`config.mk`:
```
export PLATFORM = sky130hd
export DESIGN_NAME = inst_issue_queue
export DESIGN_NICKNAME = d
export VERILOG_FILES = /design/src/rtl/inst_issue_queue.sv
export SDC_FILE = /design/constraint.sdc
export NUM_CORES = 2
export LEC_CHECK = 0
export ABC_AREA = 1
export ABC_CLOCK_PERIOD_IN_PS = 10700
export CAP_MARGIN = 20
export CORE_MARGIN = 3
export CORE_UTILIZATION = 40
export CTS_CLUSTER_DIAMETER = 150
export DETAILED_ROUTE_END_ITERATION = 12
export MAX_ROUTING_LAYER = met4
export SLEW_MARGIN = 30
export SYNTH_ARGS = -nofsm -noshare
export SYNTH_HDL_FRONTEND = slang
export SYNTH_SLANG_ARGS = --single-unit
```
`constraint.sdc`:
```
create_clock -name clk -period 10.7 [get_ports clk]
set_input_delay 1.605 -clock clk [delete_from_list [all_inputs] [get_ports clk]]
set_output_delay 1.605 -clock clk [all_outputs]
set_load 0.1 [all_outputs]
```
`src/rtl/inst_issue_queue.sv`:
```
// Circular instruction buffer between fetch and the master/slave decoders.
// Presents the two oldest entries and pops 0/1/2 per cycle based on decoder hazard feedback.
module inst_issue_queue #(
    parameter int DEPTH         = 16,
    parameter bit DUAL_ISSUE_EN = 1'b1,
    localparam int COUNT_W      = $clog2(DEPTH + 1)
) (
    input  logic               clk,
    input  logic               resetn,
    input  logic               flush,
    input  logic               issue_stall,
    input  logic [1:0]         in_valid,
    input  logic [31:0]        in_inst0,
    input  logic [31:0]        in_inst1,
    input  logic [31:0]        in_pc0,
    input  logic [31:0]        in_pc1,
    output logic               in_ready,
    output logic [31:0]        m_inst,
    output logic [31:0]        s_inst,
    output logic [31:0]        m_pc,
    output logic [31:0]        s_pc,
    output logic               m_present,
    output logic               s_present,
    input  logic               m_is_branch,
    input  logic               m_reg_wen,
    input  logic [4:0]         m_reg_waddr,
    input  logic               m_mem_en,
    input  logic               m_hilo,
    input  logic [4:0]         s_rs,
    input  logic [4:0]         s_rt,
    input  logic               s_is_branch,
    input  logic               s_mem_en,
    input  logic               s_hilo,
    input  logic               s_only_master,
    input  logic               s_spec_inst,
    output logic               m_issue,
    output logic               s_issue,
    output logic [COUNT_W-1:0] count
);
    localparam int PTR_W = COUNT_W - 1;

    logic [31:0]        inst_mem [DEPTH];
    logic [31:0]        pc_mem   [DEPTH];
    logic [PTR_W-1:0]   head_q, head_d, tail_q, tail_d;
    logic [PTR_W-1:0]   head_p1, tail_p1;
    logic [COUNT_W-1:0] count_q, count_d;
    logic               push, raw_haz, slave_block;
    logic [1:0]         push_n, pop_n;

    assign head_p1   = head_q + PTR_W'(1);
    assign tail_p1   = tail_q + PTR_W'(1);
    assign count     = count_q;
    assign in_ready  = (count_q <= COUNT_W'(DEPTH - 2));
    assign m_present = (count_q != '0);
    assign s_present = (count_q >= COUNT_W'(2));

    assign m_inst = m_present ? inst_mem[head_q]  : 32'd0;
    assign m_pc   = m_present ? pc_mem[head_q]    : 32'd0;
    assign s_inst = s_present ? inst_mem[head_p1] : 32'd0;
    assign s_pc   = s_present ? pc_mem[head_p1]   : 32'd0;

    // A branch holds until its delay slot is in the queue so both leave together.
    assign m_issue = m_present & ~issue_stall & ~flush & ~(m_is_branch & ~s_present);

    assign raw_haz = m_reg_wen & (m_reg_waddr != 5'd0) &
                     ((m_reg_waddr == s_rs) | (m_reg_waddr == s_rt));
    assign slave_block = raw_haz | s_is_branch | s_only_master | s_spec_inst |
                         (m_mem_en & s_mem_en) | (m_hilo & s_hilo);
    assign s_issue = DUAL_ISSUE_EN & m_issue & s_present & ~slave_block;

    assign push   = in_ready & in_valid[0] & ~flush;
    assign push_n = push ? (in_valid[1] ? 2'd2 : 2'd1) : 2'd0;
    assign pop_n  = {1'b0, m_issue} + {1'b0, s_issue};

    always_comb begin
        head_d  = head_q + PTR_W'(pop_n);
        tail_d  = tail_q + PTR_W'(push_n);
        count_d = count_q + COUNT_W'(push_n) - COUNT_W'(pop_n);
        if (flush) begin
            head_d  = '0;
            tail_d  = '0;
            count_d = '0;
        end
    end

    always_ff @(posedge clk or negedge resetn) begin
        if (!resetn) begin
            head_q  <= '0;
            tail_q  <= '0;
            count_q <= '0;
        end else begin
            head_q  <= head_d;
            tail_q  <= tail_d;
            count_q <= count_d;
        end
    end

    // Storage is not reset; occupancy alone decides what is visible.
    always_ff @(posedge clk) begin
        if (push) begin
            inst_mem[tail_q] <= in_inst0;
            pc_mem[tail_q]   <= in_pc0;
            if (in_valid[1]) begin
                inst_mem[tail_p1] <= in_inst1;
                pc_mem[tail_p1]   <= in_pc1;
            end
        end
    end
endmodule

```
-- Word-level counts from Yosys, hierarchy flattened
Memory sizes are Yosys's and may differ from the RTL's.
Index checks and enable logic that the tools add are counted.
- bits in registers: 13
- latch bits: 0
- RAM bits: 1024
- memory bits (read-only): 0
- output and inout port bits: 138
- word-level logic and storage cells: 55
- memories: 2
- memory list (memory ; depth ; width ; rd ports ; clocked after Yosys merged registers in ; write ports ; line ; source):
    inst_mem ; 16 ; 32 ; 2 ; 0 ; 2 ; 42 ; logic [31:0] inst_mem [DEPTH];
    pc_mem ; 16 ; 32 ; 2 ; 0 ; 2 ; 43 ; logic [31:0] pc_mem [DEPTH];
- $add $sub $neg: 7
- multipliers: 0
- divide/modulo/power cells: 0
- magnitude comparators: 2
- equality and inequality tests: 2
- shift operators: 0
- muxes and demuxes: 14
- bitwise logic cells: 23
- reduce and logical (&&, ||, !) cells: 2
- operators with widths (operator ; count):
    2-to-1 mux 32 bit ; 4
    AND 1 bit ; 12
    == test 5 bit ; 2
    nonzero test 5 bit ; 2
    adder 4 x 1 -> 4 bit, second input constant ; 2
    adder 4 x 2 -> 4 bit ; 2
    2-to-1 mux 4 bit ; 2
    bitwise OR 1 bit ; 6
    adder 5 x 2 -> 5 bit ; 1
    greater-or-equal comparator 5 x 2 -> 1 bit, second input constant ; 1
    less-or-equal comparator 5 x 4 -> 1 bit, second input constant ; 1
    2-to-1 mux 1 bit ; 5
    2-to-1 mux 5 bit ; 1
    inverter 1 bit ; 5
    subtractor 5 x 2 -> 5 bit ; 1
    2-to-1 mux 2 bit ; 2
    adder 1 x 1 -> 2 bit ; 1

-- Logic depth before layout (Yosys ltp)
- depth in word-level cells: 13
- gate-level depth with buffers: 20
- gate-level depth less buffers: 20

-- Worst setup path before layout
Ideal clock, no wire load.
- kind: register to register
- from: register count_q[3], in the netlist count[3]
- to: register count_q[4], in the netlist count[4]
- arrival: 6.452 ns
- setup slack: 4.125 ns
- cell stages (with the launch flop): 20
- path through: dfrtp_1 inv_1 ha_1 nand4_1 nand3_1 inv_1 nand2_1 a21oi_1 ha_1 ha_1 inv_1 ha_1 inv_1 fa_1 inv_1 a21oi_1 nor2_1 nor2_1 o21ai_0 a21oi_1
- elaborated cells on any way between the ends: 18
- classes of those cells: add/sub (3); order compare (2); mux (2); bitwise (10); reduce/logical (1)
- RTL lines (item ; line ; source):
    start: declaration ; 46 ; logic [COUNT_W-1:0] count_q, count_d;
    start signal: assignment ; 94 ; count_q <= count_d;
    nonzero test 5 bit ; 54 ; assign m_present = (count_q != '0);
    named net m_present ; 22 ; output logic m_present,
    AND 1 bit (3 in a row) ; 63 ; assign m_issue = m_present & ~issue_stall & ~flush & ~(m_is_branch & ~s_present);
    named net m_issue ; 36 ; output logic m_issue,
    AND 1 bit (2 in a row) ; 69 ; assign s_issue = DUAL_ISSUE_EN & m_issue & s_present & ~slave_block;
    named net s_issue ; 37 ; output logic s_issue,
    adder 1 x 1 -> 2 bit ; 73 ; assign pop_n = {1'b0, m_issue} + {1'b0, s_issue};
    subtractor 5 x 2 -> 5 bit ; 78 ; count_d = count_q + COUNT_W'(push_n) - COUNT_W'(pop_n);
    2-to-1 mux 5 bit ; 79 ; if (flush) begin
    named net count_d[4] ; 46 ;
The timed path passes the listed nets, and every way through them passes these cells.

-- Worst setup path after layout
- from: register head_q[1]
- to: output m_pc[24]
- longest elaborated chain between the ends: 2
- RTL lines (item ; line ; source):
    start: declaration ; 44 ; logic [PTR_W-1:0] head_q, head_d, tail_q, tail_d;
    start signal: assignment ; 88 ; head_q <= '0;
    start signal: assignment ; 92 ; head_q <= head_d;
    memory (16 x 32 bit) ; n/a ;
    2-to-1 mux 32 bit ; 58 ; assign m_pc = m_present ? pc_mem[head_q] : 32'd0;
    end: declaration ; 20 ; output logic [31:0] m_pc,
Every way passes these cells.

==> results.cfg <==
[status]
status = finished clean

[layout]
drive_gt1_share_pct = 3.40
area_growth_pct = 10.4
mostFrequentLayoutCell = nand2_1
final_cell_area_um2 = 73400
final_nets = 9051
mostFrequentLayoutCells = nand2_1, nand3_1, inv_1

[power]
clkPwrFrac_pct = 25.8
combPwrFrac_pct = 45.0
power_density_nw_per_um2 = 215
internal_power_mw = 8.39
p_sw_mw = 7.36
leakage_nw = 32.9
irDropWorstVdd_mv = 0.317
switching_share_pct = 46.7
seq_power_share_pct = 29.2

[global_routing]
grt_pass1_vias = 57600
grt_max_degree = 254
overflow = 0
antenna_found_initial = 14
grtUsageTotal_pct = 29.6
grt_pass1_wl_mm = 368

[floorplan]
dieArea_um2 = 171000
coreArea_um2 = 164000
initial_core_util_pct = 40.5
pin_count = 296
die_h_um = 414
die_w_um = 414
rows = 148

[clock_tree]
clk_pin_slew_worst_paths_ns = 0.06
clockRootBuffer = clkbuf_16
cts.repair.resized = 0
cts_made_buffers = 120
cts_buffer_depth = 3
cts_tree = built
clock_sinks = 1037
clock_latency_ns = 0.80
cts_setup_buffers = 0
postCtsHoldBufs = 0
cts_max_level = 3

[sta]
timing.final.ws_setup_ns = 2.67
relSlewSlack_pct = 26.6
fmax_ghz = 0.125
slew_violations = 0
rsz0062_at_grt = false
clock_skew_ns = 0.0418
period_share_pct = 75.0
period_needed_ns = 8.03
tightestPinTransition_ns = 1.10
hold_viol = 0
setup_tns_ns = 0
finalSetupViolations = 0

[detailed_routing]
antenna_left = 0
wl_per_cell_um = 22.7
routed_wirelength_mm = 254
first_pass_iters = 7
viasPerCell = 5.66
drc = 0
drtIter0Drc = 8628
vias = 63200

[placement]
dpl-instance-area_um2 = 69500
gp_congestion = 0.852
io_buffer_count = 295
dp_slack_ns = 3.52
dp_hpwl_mm = 132

[critical_path]
path_max_fanout = 66
cp-end-kind = output port
crit_type = flop to output port
critical_path_arrival_ns = 6.42
cp.required_ns = 9.10
start_kind = flop

[yosys]
syn_area_um2 = 66400
yosysSeqAreaShare_pct = 46.8
netlist_instances = 9222
ys_ff_latch = 1037
syn-num-nets = 9400
avgSynthCellArea_um2 = 7.20
ys_warn_count = 0
ys_types = 26

[flow_run]
max_cap_violations = 0

[worst_hold_path]
hp-class = flop to flop
==> critical path: stages, from the launching register on <==
cell	delay (ns)
dfrtp_4	0.68
buf_4	0.81
buf_4	0.92
buf_4	0.84
nand3_1	0.15
nand3_1	0.12
nand3_1	0.14
a21oi_1	0.54
clkdlybuf4s50_1	1.27
==> flip-flops by register name, summed over array words and instances (netlist names) <==
register  count
count         5
inst_mem    512
tail_q        4
pc_mem      512
head_q        4
==> stage by stage <==
step / power, mW / cells / util, % / hold slack (ns)
after global routing: 16.3 / 11200 / 44.8 / 0.569
after floorplan: 9.83 / 9222 / - / 0.479
final: 15.7 / 11200 / 44.8 / 0.519
after global placement: 11.6 / 10900 / 42.3 / 0.508
after detailed placement: 11.7 / 10900 / 42.4 / 0.517
after CTS: 15.7 / 11100 / 44.7 / 0.525
==> final timing paths <==
check / from / to / slack (ns) / cells past startpoint
setup reg to reg: count[4] / pc_mem[10][1] / 5.84 / 9
hold reg to reg: tail_q[2] / tail_q[2] / 0.52 / 1
setup / recovery: head_q[1] / m_pc[24] / 2.67 / 8
min in group asynchronous: resetn / head_q[0] / 1.36 / 1
max in group asynchronous: resetn / head_q[1] / 8.69 / 1
hold / removal: tail_q[2] / tail_q[2] / 0.52 / 1
==> layer usage <==
metal | share of wire [%] | global-route usage, % | vias to the layer above | wire [um]
li1 | - | - | 29200 | -
met1 | 39 | 37.8 | 29300 | 98100
met2 | 45 | 45.9 | 3908 | 114000
met3 | 11 | 4.43 | 781 | 28200
met4 | 5.4 | 14.8 | 0 | 13600
met5 | 0 | - | - | 0
==> layout make-up <==
cell class                 instances  area, um2
multi-input combinational       6192      27600
fill                           16100      90500
sequential                      1037      31100
tap                             2175       2720
timing repair buffer             388       3850
inverter                        1134       4300
clock inverter                    73        616
clock buffer                     150       3140
antenna                           12       30.0
==> power by group through the flow <==
| stage | Combinational, mW | Clock (mW) | Sequential [mW] |
|---|---|---|---|
| floorplan | 5.11 | 0 | 4.71 |
| global placement | 6.94 | 0 | 4.69 |
| detailed placement | 6.99 | 0 | 4.69 |
| CTS | 7.01 | 4.09 | 4.60 |
| global route | 7.47 | 4.24 | 4.61 |
| finish | 7.08 | 4.06 | 4.60 |
==> kinds of logic after synthesis <==
kind of cell,after synthesis,share of synthesized area (%)
buf+inv,1993,12.0
flops,1037,46.8
compound gates,1173,8.86
xor+xnor,8,0.105
fa+ha+maj,20,0.422
simple gates,4991,31.9
==> cells in the mapped netlist (all sizes together) <==
cell	number	area share [%]
edfxtp	1024	46
nor2	38	0.24
buf	434	3.2
nand3	1799	14
xnor2	3	0.040
nor3	1	0.0075
nand2	3135	18
o211a	1	0.015
dfrtp	13	0.49
o21ai	1033	7.8
clkbuf	425	2.4
fa	4	0.12
ha	16	0.30
a21oi	139	1.1
inv	1134	6.4
xor2	5	0.066
nand4	18	0.35
(Power assumes the default switching activity.)
